[config.mk]
export PLATFORM = sky130hd
export DESIGN_NAME = regfile_dump
export DESIGN_NICKNAME = d
export VERILOG_FILES = /design/src/rtl/regfile_dump.sv
export SDC_FILE = /design/constraint.sdc
export NUM_CORES = 1
export LEC_CHECK = 0
export ABC_AREA = 1
export CAP_MARGIN = 20
export CELL_PAD_IN_SITES_DETAIL_PLACEMENT = 1
export CELL_PAD_IN_SITES_GLOBAL_PLACEMENT = 1
export CORE_MARGIN = 2
export CORE_UTILIZATION = 29
export DETAILED_ROUTE_END_ITERATION = 6
export MAX_ROUTING_LAYER = met4
export PLACE_DENSITY = 0.82
export SETUP_SLACK_MARGIN = 0.4
export SKIP_LAST_GASP = 1
export SLEW_MARGIN = 40
export SYNTH_ARGS = -nofsm -noshare
export SYNTH_HDL_FRONTEND = slang
export SYNTH_SLANG_ARGS = --single-unit
export TNS_END_PERCENT = 50
[constraint.sdc]
create_clock -name clk -period 1.2 [get_ports clk]
set_input_delay 0.24 -clock clk [delete_from_list [all_inputs] [get_ports clk]]
set_output_delay 0.24 -clock clk [all_outputs]
set_load 0.1 [all_outputs]
[src/rtl/regfile_dump.sv]
// Sequential read-out engine for the 32x32 register file: freezes the core,
// walks an index range through the rs read port and streams each word out.
module regfile_dump #(
   parameter int NUM_REGS = 32,
   parameter int ADDR_W   = 5,
   parameter int DATA_W   = 32
) (
   input  logic              clk,
   input  logic              rst_n,
   input  logic              start,
   input  logic [ADDR_W-1:0] first,
   input  logic [ADDR_W-1:0] last,
   input  logic              abort,
   output logic              halt_req,
   input  logic              halt_ack,
   output logic [ADDR_W-1:0] rd_addr,
   input  logic [DATA_W-1:0] rd_data,
   output logic              out_valid,
   input  logic              out_ready,
   output logic [DATA_W-1:0] out_data,
   output logic [ADDR_W-1:0] out_idx,
   output logic              out_last,
   output logic              busy,
   output logic              done,
   output logic              err
);

   typedef enum logic [2:0] {
      IDLE = 3'd0,
      HALT = 3'd1,
      READ = 3'd2,
      SEND = 3'd3,
      DONE = 3'd4
   } state_t;

   state_t              state_reg, state_next;
   logic [ADDR_W-1:0]   idx_reg, idx_next;
   logic [ADDR_W-1:0]   lst_reg, lst_next;
   logic [ADDR_W-1:0]   rd_addr_reg, rd_addr_next;
   logic [DATA_W-1:0]   out_data_reg, out_data_next;
   logic [ADDR_W-1:0]   out_idx_reg, out_idx_next;
   logic                out_last_reg, out_last_next;
   logic                out_valid_reg, out_valid_next;
   logic                halt_req_reg, halt_req_next;
   logic                busy_reg, busy_next;
   logic                done_reg, done_next;
   logic                err_reg, err_next;

   logic                handshake;
   logic [ADDR_W-1:0]   idx_inc;

   assign handshake = out_valid_reg && out_ready;
   assign idx_inc   = idx_reg + ADDR_W'(1);

   always_ff @(posedge clk or negedge rst_n) begin
      if (!rst_n) begin
         state_reg     <= IDLE;
         idx_reg       <= '0;
         lst_reg       <= '0;
         rd_addr_reg   <= '0;
         out_data_reg  <= '0;
         out_idx_reg   <= '0;
         out_last_reg  <= 1'b0;
         out_valid_reg <= 1'b0;
         halt_req_reg  <= 1'b0;
         busy_reg      <= 1'b0;
         done_reg      <= 1'b0;
         err_reg       <= 1'b0;
      end else begin
         state_reg     <= state_next;
         idx_reg       <= idx_next;
         lst_reg       <= lst_next;
         rd_addr_reg   <= rd_addr_next;
         out_data_reg  <= out_data_next;
         out_idx_reg   <= out_idx_next;
         out_last_reg  <= out_last_next;
         out_valid_reg <= out_valid_next;
         halt_req_reg  <= halt_req_next;
         busy_reg      <= busy_next;
         done_reg      <= done_next;
         err_reg       <= err_next;
      end
   end

   // Every output is computed one state ahead so it comes straight from a flop.
   always_comb begin
      state_next     = state_reg;
      idx_next       = idx_reg;
      lst_next       = lst_reg;
      rd_addr_next   = '0;
      out_data_next  = out_data_reg;
      out_idx_next   = out_idx_reg;
      out_last_next  = out_last_reg;
      out_valid_next = out_valid_reg;
      halt_req_next  = halt_req_reg;
      done_next      = 1'b0;
      err_next       = 1'b0;

      case (state_reg)
         IDLE: begin
            if (start) begin
               if (first <= last) begin
                  state_next    = HALT;
                  idx_next      = first;
                  lst_next      = last;
                  halt_req_next = 1'b1;
               end else begin
                  err_next = 1'b1;
               end
            end
         end
         HALT: begin
            if (halt_ack) begin
               state_next   = READ;
               rd_addr_next = idx_reg;
            end
         end
         READ: begin
            state_next     = SEND;
            out_data_next  = rd_data;
            out_idx_next   = idx_reg;
            out_last_next  = (idx_reg == lst_reg);
            out_valid_next = 1'b1;
         end
         SEND: begin
            if (handshake) begin
               out_valid_next = 1'b0;
               if (out_last_reg) begin
                  state_next    = DONE;
                  halt_req_next = 1'b0;
                  done_next     = 1'b1;
               end else begin
                  state_next   = READ;
                  idx_next     = idx_inc;
                  rd_addr_next = idx_inc;
               end
            end
         end
         DONE: begin
            state_next = IDLE;
         end
         default: begin
            state_next     = IDLE;
            out_valid_next = 1'b0;
            halt_req_next  = 1'b0;
         end
      endcase

      // Abort beats any handshake completing in the same cycle.
      if (abort && (state_reg != IDLE)) begin
         state_next     = IDLE;
         rd_addr_next   = '0;
         out_valid_next = 1'b0;
         halt_req_next  = 1'b0;
         done_next      = 1'b0;
      end

      busy_next = (state_next != IDLE);
   end

   assign halt_req  = halt_req_reg;
   assign rd_addr   = rd_addr_reg;
   assign out_valid = out_valid_reg;
   assign out_data  = out_data_reg;
   assign out_idx   = out_idx_reg;
   assign out_last  = out_last_reg;
   assign busy      = busy_reg;
   assign done      = done_reg;
   assign err       = err_reg;

`ifndef SYNTHESIS
   a_stall_stable: assert property (@(posedge clk) disable iff (!rst_n)
      (out_valid && !out_ready && !abort) |=>
         (out_valid && $stable(out_data) && $stable(out_idx) && $stable(out_last)));

   a_done_pulse: assert property (@(posedge clk) disable iff (!rst_n)
      done |=> !done);

   a_rd_addr_quiet: assert property (@(posedge clk) disable iff (!rst_n)
      (state_reg != READ) |-> (rd_addr == '0));

   a_valid_in_send: assert property (@(posedge clk) disable iff (!rst_n)
      out_valid == (state_reg == SEND));

   a_idx_in_range: assert property (@(posedge clk) disable iff (!rst_n)
      (state_reg != IDLE) |-> ((idx_reg <= lst_reg) && (int'(lst_reg) < NUM_REGS)));
`endif

endmodule

# Yosys cells after proc, flatten, opt, wreduce, memory -nomap -nowiden
# Index checks and enable logic that the tools add are counted.
# totals
regBits,61
out_inout_bits,48
elab_cells,74
# classes
n_addsub,1
magnitude_cmp,1
eq_ne,15
mux,33
n_reduce_logical,12
# ops
cell,n
$mux 5,8
$pmux 5 s2,2
$mux 3,6
$mux 1,14
$ne 3x3->1 const B,4
$pmux 3 s4,1
$reduce_and 5->1,2
$ne 2x2->1 const B,4
$eq 3x2->1 const B,2
$pmux 1 s3,2
$reduce_bool 3->1,2
$reduce_or 3->1,2
$add 5x1->5 const B,1
$eq 5x5->1,1
$le 5x5->1,1
$ne 2x1->1 const B,2
$eq 3x1->1 const B,1
$eq 3x3->1 const B,1
$logic_not 3->1,1
$reduce_and 3->1,1
$logic_and 1x1->1,2
$reduce_and 2->1,1
$reduce_bool 2->1,1

# Depth between registers and ports, before layout
# logic_depth
depth_word,6
depth_mapped,12

# Worst setup path before layout
# OpenSTA, ideal clock, no wires.
# synth_timing
path_type,reg2reg
start,register out_valid_reg (netlist: out_valid)
end,register idx_reg[1]
setup_time_ns,0.117
arrival_ns,1.842
required_time_ns,1.083
slack_ns,-0.759
path_stages_with_launch,8
path_buffers,0
cell_sequence,dfrtp_1 -> nand2_1 -> nor2_1 -> o21ai_0 -> inv_1 -> nand2_2 -> nand2_1 -> nand2_1
# synth_between
elab_chain_cells,3
# synth_rtl
item,line_no,source
start: declaration,43,"logic out_valid_reg, out_valid_next;"
start signal: assignment,77,out_valid_reg <= out_valid_next;
$logic_and 1x1->1,52,assign handshake = out_valid_reg && out_ready;
$ne 2x2->1 (no line),-,
$reduce_and 5->1 (no line),-,
end signal: assignment,71,idx_reg <= idx_next;
end: declaration,37,"logic [ADDR_W-1:0] idx_reg, idx_next;"
# Every way passes these cells.
# A chain may end at the register's enable or synchronous reset.

# Final worst setup path
# layout_timing
start,register state_reg[2]
end,register out_data_reg[13] (netlist: out_data[13])
# layout_between
elab_chain_cells,1
# layout_rtl
item,line_no,source
start: declaration,36,"state_t state_reg, state_next;"
start signal: assignment,70,state_reg <= state_next;
$eq 3x2->1,99,case (state_reg)
end signal: assignment,74,out_data_reg <= out_data_next;
end: declaration,40,"logic [DATA_W-1:0] out_data_reg, out_data_next;"
# Every way passes these cells.

==> metrics.csv <==
stage,metric,value,unit
cells_and_area,Final nets,543,
route,DRT iter0 DRCs,78,
synthesis,Synth Net Count,394,
status,status,finished with violations,
grt,vias in the first global route,3235,
placement,IO buf count,95,
sta,final hold vios,0,
synthesis,sequential area share after synthesis,0.551,
grt,initial antenna violation count,0,
synthesis,share of the synthesized area in the top cell type,0.551,
critical_path,Buf/Inv on CP,6,
clock_tree,Max Buffers Root-to-Sink,2,
synthesis,top-count cell post-synth,nand2_1,
sta,final setup margin,-0.322,ns
cells_and_area,multi-input combinational cell area,1550,µm²
synthesis,post-synthesis cell type count,25,
run,Max Cap Viol,0,
synthesis,Yosys top cell by area,dfrtp_1,
route,Final ANT Viol Nets,0,
synthesis,Mapped Area,2770,µm²
synthesis,Post-Syn Area per Cell,8.14,µm²
sta,RSZ-0062 raised after global routing,true,
sta,Fmax,0.657,GHz
critical_path,Worst EP arrival,1.76,ns
critical_path,required time of the critical path,1.44,ns
synthesis,XOR/XNOR Fraction of Synth Area,0.0158,
synthesis,Async SR Flop Fraction,1.00,
critical_path,crit path max fanout,8,
floorplan,# rows,35,
grt,grt ovf,0,
synthesis,Synth area leaders,"dfrtp_1 (55%), nand2_1 (22%), inv_1 (3.3%)",
floorplan,die height,102,µm
grt,global-route wire length before repair,16900,µm
placement,DP Cell Count,586,
sta,Worst-Margin Slew,0.357,ns
synthesis,mux cell area share after synthesis,0,
sta,worst clock skew,0.0107,ns
synthesis,top_reg_cell synth,dfrtp_1,
placement,RD Place Congestion,0.824,
clock_tree,clock sink count,61,
cells_and_area,share of layout cells above drive strength 1,0.528,
critical_path,Setup CP Type,flip-flop to flip-flop,
status,failing checks,setup timing,
critical_path,Crit path largest cell delay,0.41,ns
cells_and_area,Ant. Diodes,0,
route,WL final,11600,µm
placement,HPWL Detailed,6950,µm
critical_path,"slowest stage cell, crit path",dfrtp_1,
synthesis,number of synthesis warnings,0,
clock_tree,root buf cell,clkbuf_8,
hold_path,type of the worst min-delay path,input pin to flip-flop,
route,Residual DRC,0,
grt,gr usage total,0.222,
floorplan,Core Region,9240,µm²
sta,Setup Viol. Count Final,71,
sta,Period minus WS final,1.52,ns
clock_tree,H-tree levels,3,
route,DR WL/cell,18.6,µm
floorplan,Chip Width,102,µm
clock_tree,CTS tree,done,
clock_tree,Num CTS Buffers,9,
cells_and_area,Layout area overhead,103,%
route,DRT Pass-1 Iters,4,
synthesis,Synth Register Bits,61,
route,Avg Vias per Cell,4.70,
synthesis,Post-synth EDFFs,0,
synthesis,"top cells by count, synth","nand2_1 (162), dfrtp_1 (61), inv_1 (24)",
critical_path,"delay-heaviest family, CP",buffers and inverters,
floorplan,initial core utilization,0.300,
grt,largest net degree at the start of global routing,62,
synthesis,complex-gate fraction of the synthesized area,0.0416,
synthesis,Cells after Synth,340,
cells_and_area,max reg flops,32,
cells_and_area,sequential cell area,1570,µm²
floorplan,overall die area,10300,µm²
critical_path,Startpoint Class,flip-flop,
route,vias post-DR,2929,
synthesis,largest family of logic cells by synthesized area,simple AND/OR/NAND/NOR gates,
synthesis,simple-gate share of the synthesized area,0.306,
cells_and_area,Post-Layout Cell Count,623,
clock_tree,"CTS clk-pin slew, worst paths",0.08,ns
sta,Max-slew headroom,0.762,
floorplan,I/O pin count,96,
critical_path,crit-path cells,"inv_2, buf_6, buf_6, nand3_4, clkinv_8, buf_6, buf_16, nand2_2, nand2_1",
critical_path,Setup crit end kind,flip-flop,
sta,final worst-path cycle share,1.27,
synthesis,Synth Area in Adders,0.0271,
sta,"Slew Viols, Final",0,
clock_tree,clk_lat worst skew,0.35,ns
cells_and_area,FILL cells,956,
critical_path,Most Frequent Cell on Critical Path,buf_6,
## metal layers
layer  wire [µm]  global-route usage
met5           0                   -
met4         151              0.0655
met3         569              0.0400
met2        6480               0.409
met1        4370               0.243
## cell type report
| type | count | share of cell area |
|---|---|---|
| flip-flops and latches | 61 | 0.280 |
| well taps | 129 | 0.0287 |
| repair inverters | 1 | 0.000667 |
| clock buffers | 15 | 0.0314 |
| clock inverters | 1 | 0.000889 |
| repair buffers | 148 | 0.358 |
| inverters | 28 | 0.0262 |
| multi-input cells | 240 | 0.275 |
## metrics by stage
step | instance area, µm² | hold slack (ns) | util | TNS, ns | worst slack (ns)
2_1_floorplan | 2970 | -0.0556 | - | -0.979 | -0.106
3_3_place_gp | 4740 | 0.276 | 0.513 | -12.34 | -0.833
3_5_place_dp | 4740 | 0.282 | 0.513 | -15.50 | -0.991
4_1_cts | 5280 | 0.212 | 0.572 | -6.11 | -0.165
5_1_grt | 5630 | 0.198 | 0.609 | -16.27 | -0.382
6_report | 5630 | 0.199 | 0.609 | -13.50 | -0.322
## worst min-delay path: cells and delay by family
family / cells / cell delay [ns]
AOI/OAI and AO/OA: 1 / 0.06
buffers and inverters: 2 / 0.20
## path summary, 6_finish.rpt
check | start | end | slack [ns] | depth (start not counted)
worst max-delay path | state_reg[2]$_DFF_PN0_ | out_data[13]$_DFFE_PN0P_ | -0.32 | 9
worst min-delay path | last[2] | lst_reg[2]$_DFFE_PN0P_ | 0.20 | 3
worst max register to register | state_reg[2]$_DFF_PN0_ | out_data[13]$_DFFE_PN0P_ | -0.32 | 9
worst min register to register | lst_reg[1]$_DFFE_PN0P_ | lst_reg[1]$_DFFE_PN0P_ | 0.52 | 2
max in group asynchronous | rst_n | out_data[20]$_DFFE_PN0P_ | 0.45 | 3
min in group asynchronous | rst_n | lst_reg[3]$_DFFE_PN0P_ | 0.42 | 3
## cell families after synthesis
family,after synthesis
and+or+nand+nor,207
DFF,61
buffers and inverters,39
xor gates and xnor gates,5
adders and majority gates,6
AOI/OAI and AO/OA,22
## cells in the final DEF (no fill, tap or decap), types with 5 or more instances in the layout
cell,count
nand2_1,99
buf_12,54
nand2_2,41
clkdlybuf4s50_1,36
buf_4,33
dfrtp_2,32
dfrtp_1,27
nand2_4,25
inv_1,14
nor2_1,13
clkbuf_8,12
nand3_1,9
inv_2,7
nor2_4,7
o21ai_1,7
buf_6,7
a21oi_1,6
inv_4,5
ha_4,5
## repair_timing
action | CTS | global route
gates resized for setup | 79 | 84
pin swaps | 19 | 22
endpoints found under the hold margin | 61 | 0
hold buffers | 1 | 0
cloned | 4 | 1
setup endpoints to repair | 109 | 127
setup buffers | 10 | 5
Power is not shown: default switching activity piles up to over one toggle a cycle in this logic, so the estimate is an artifact.
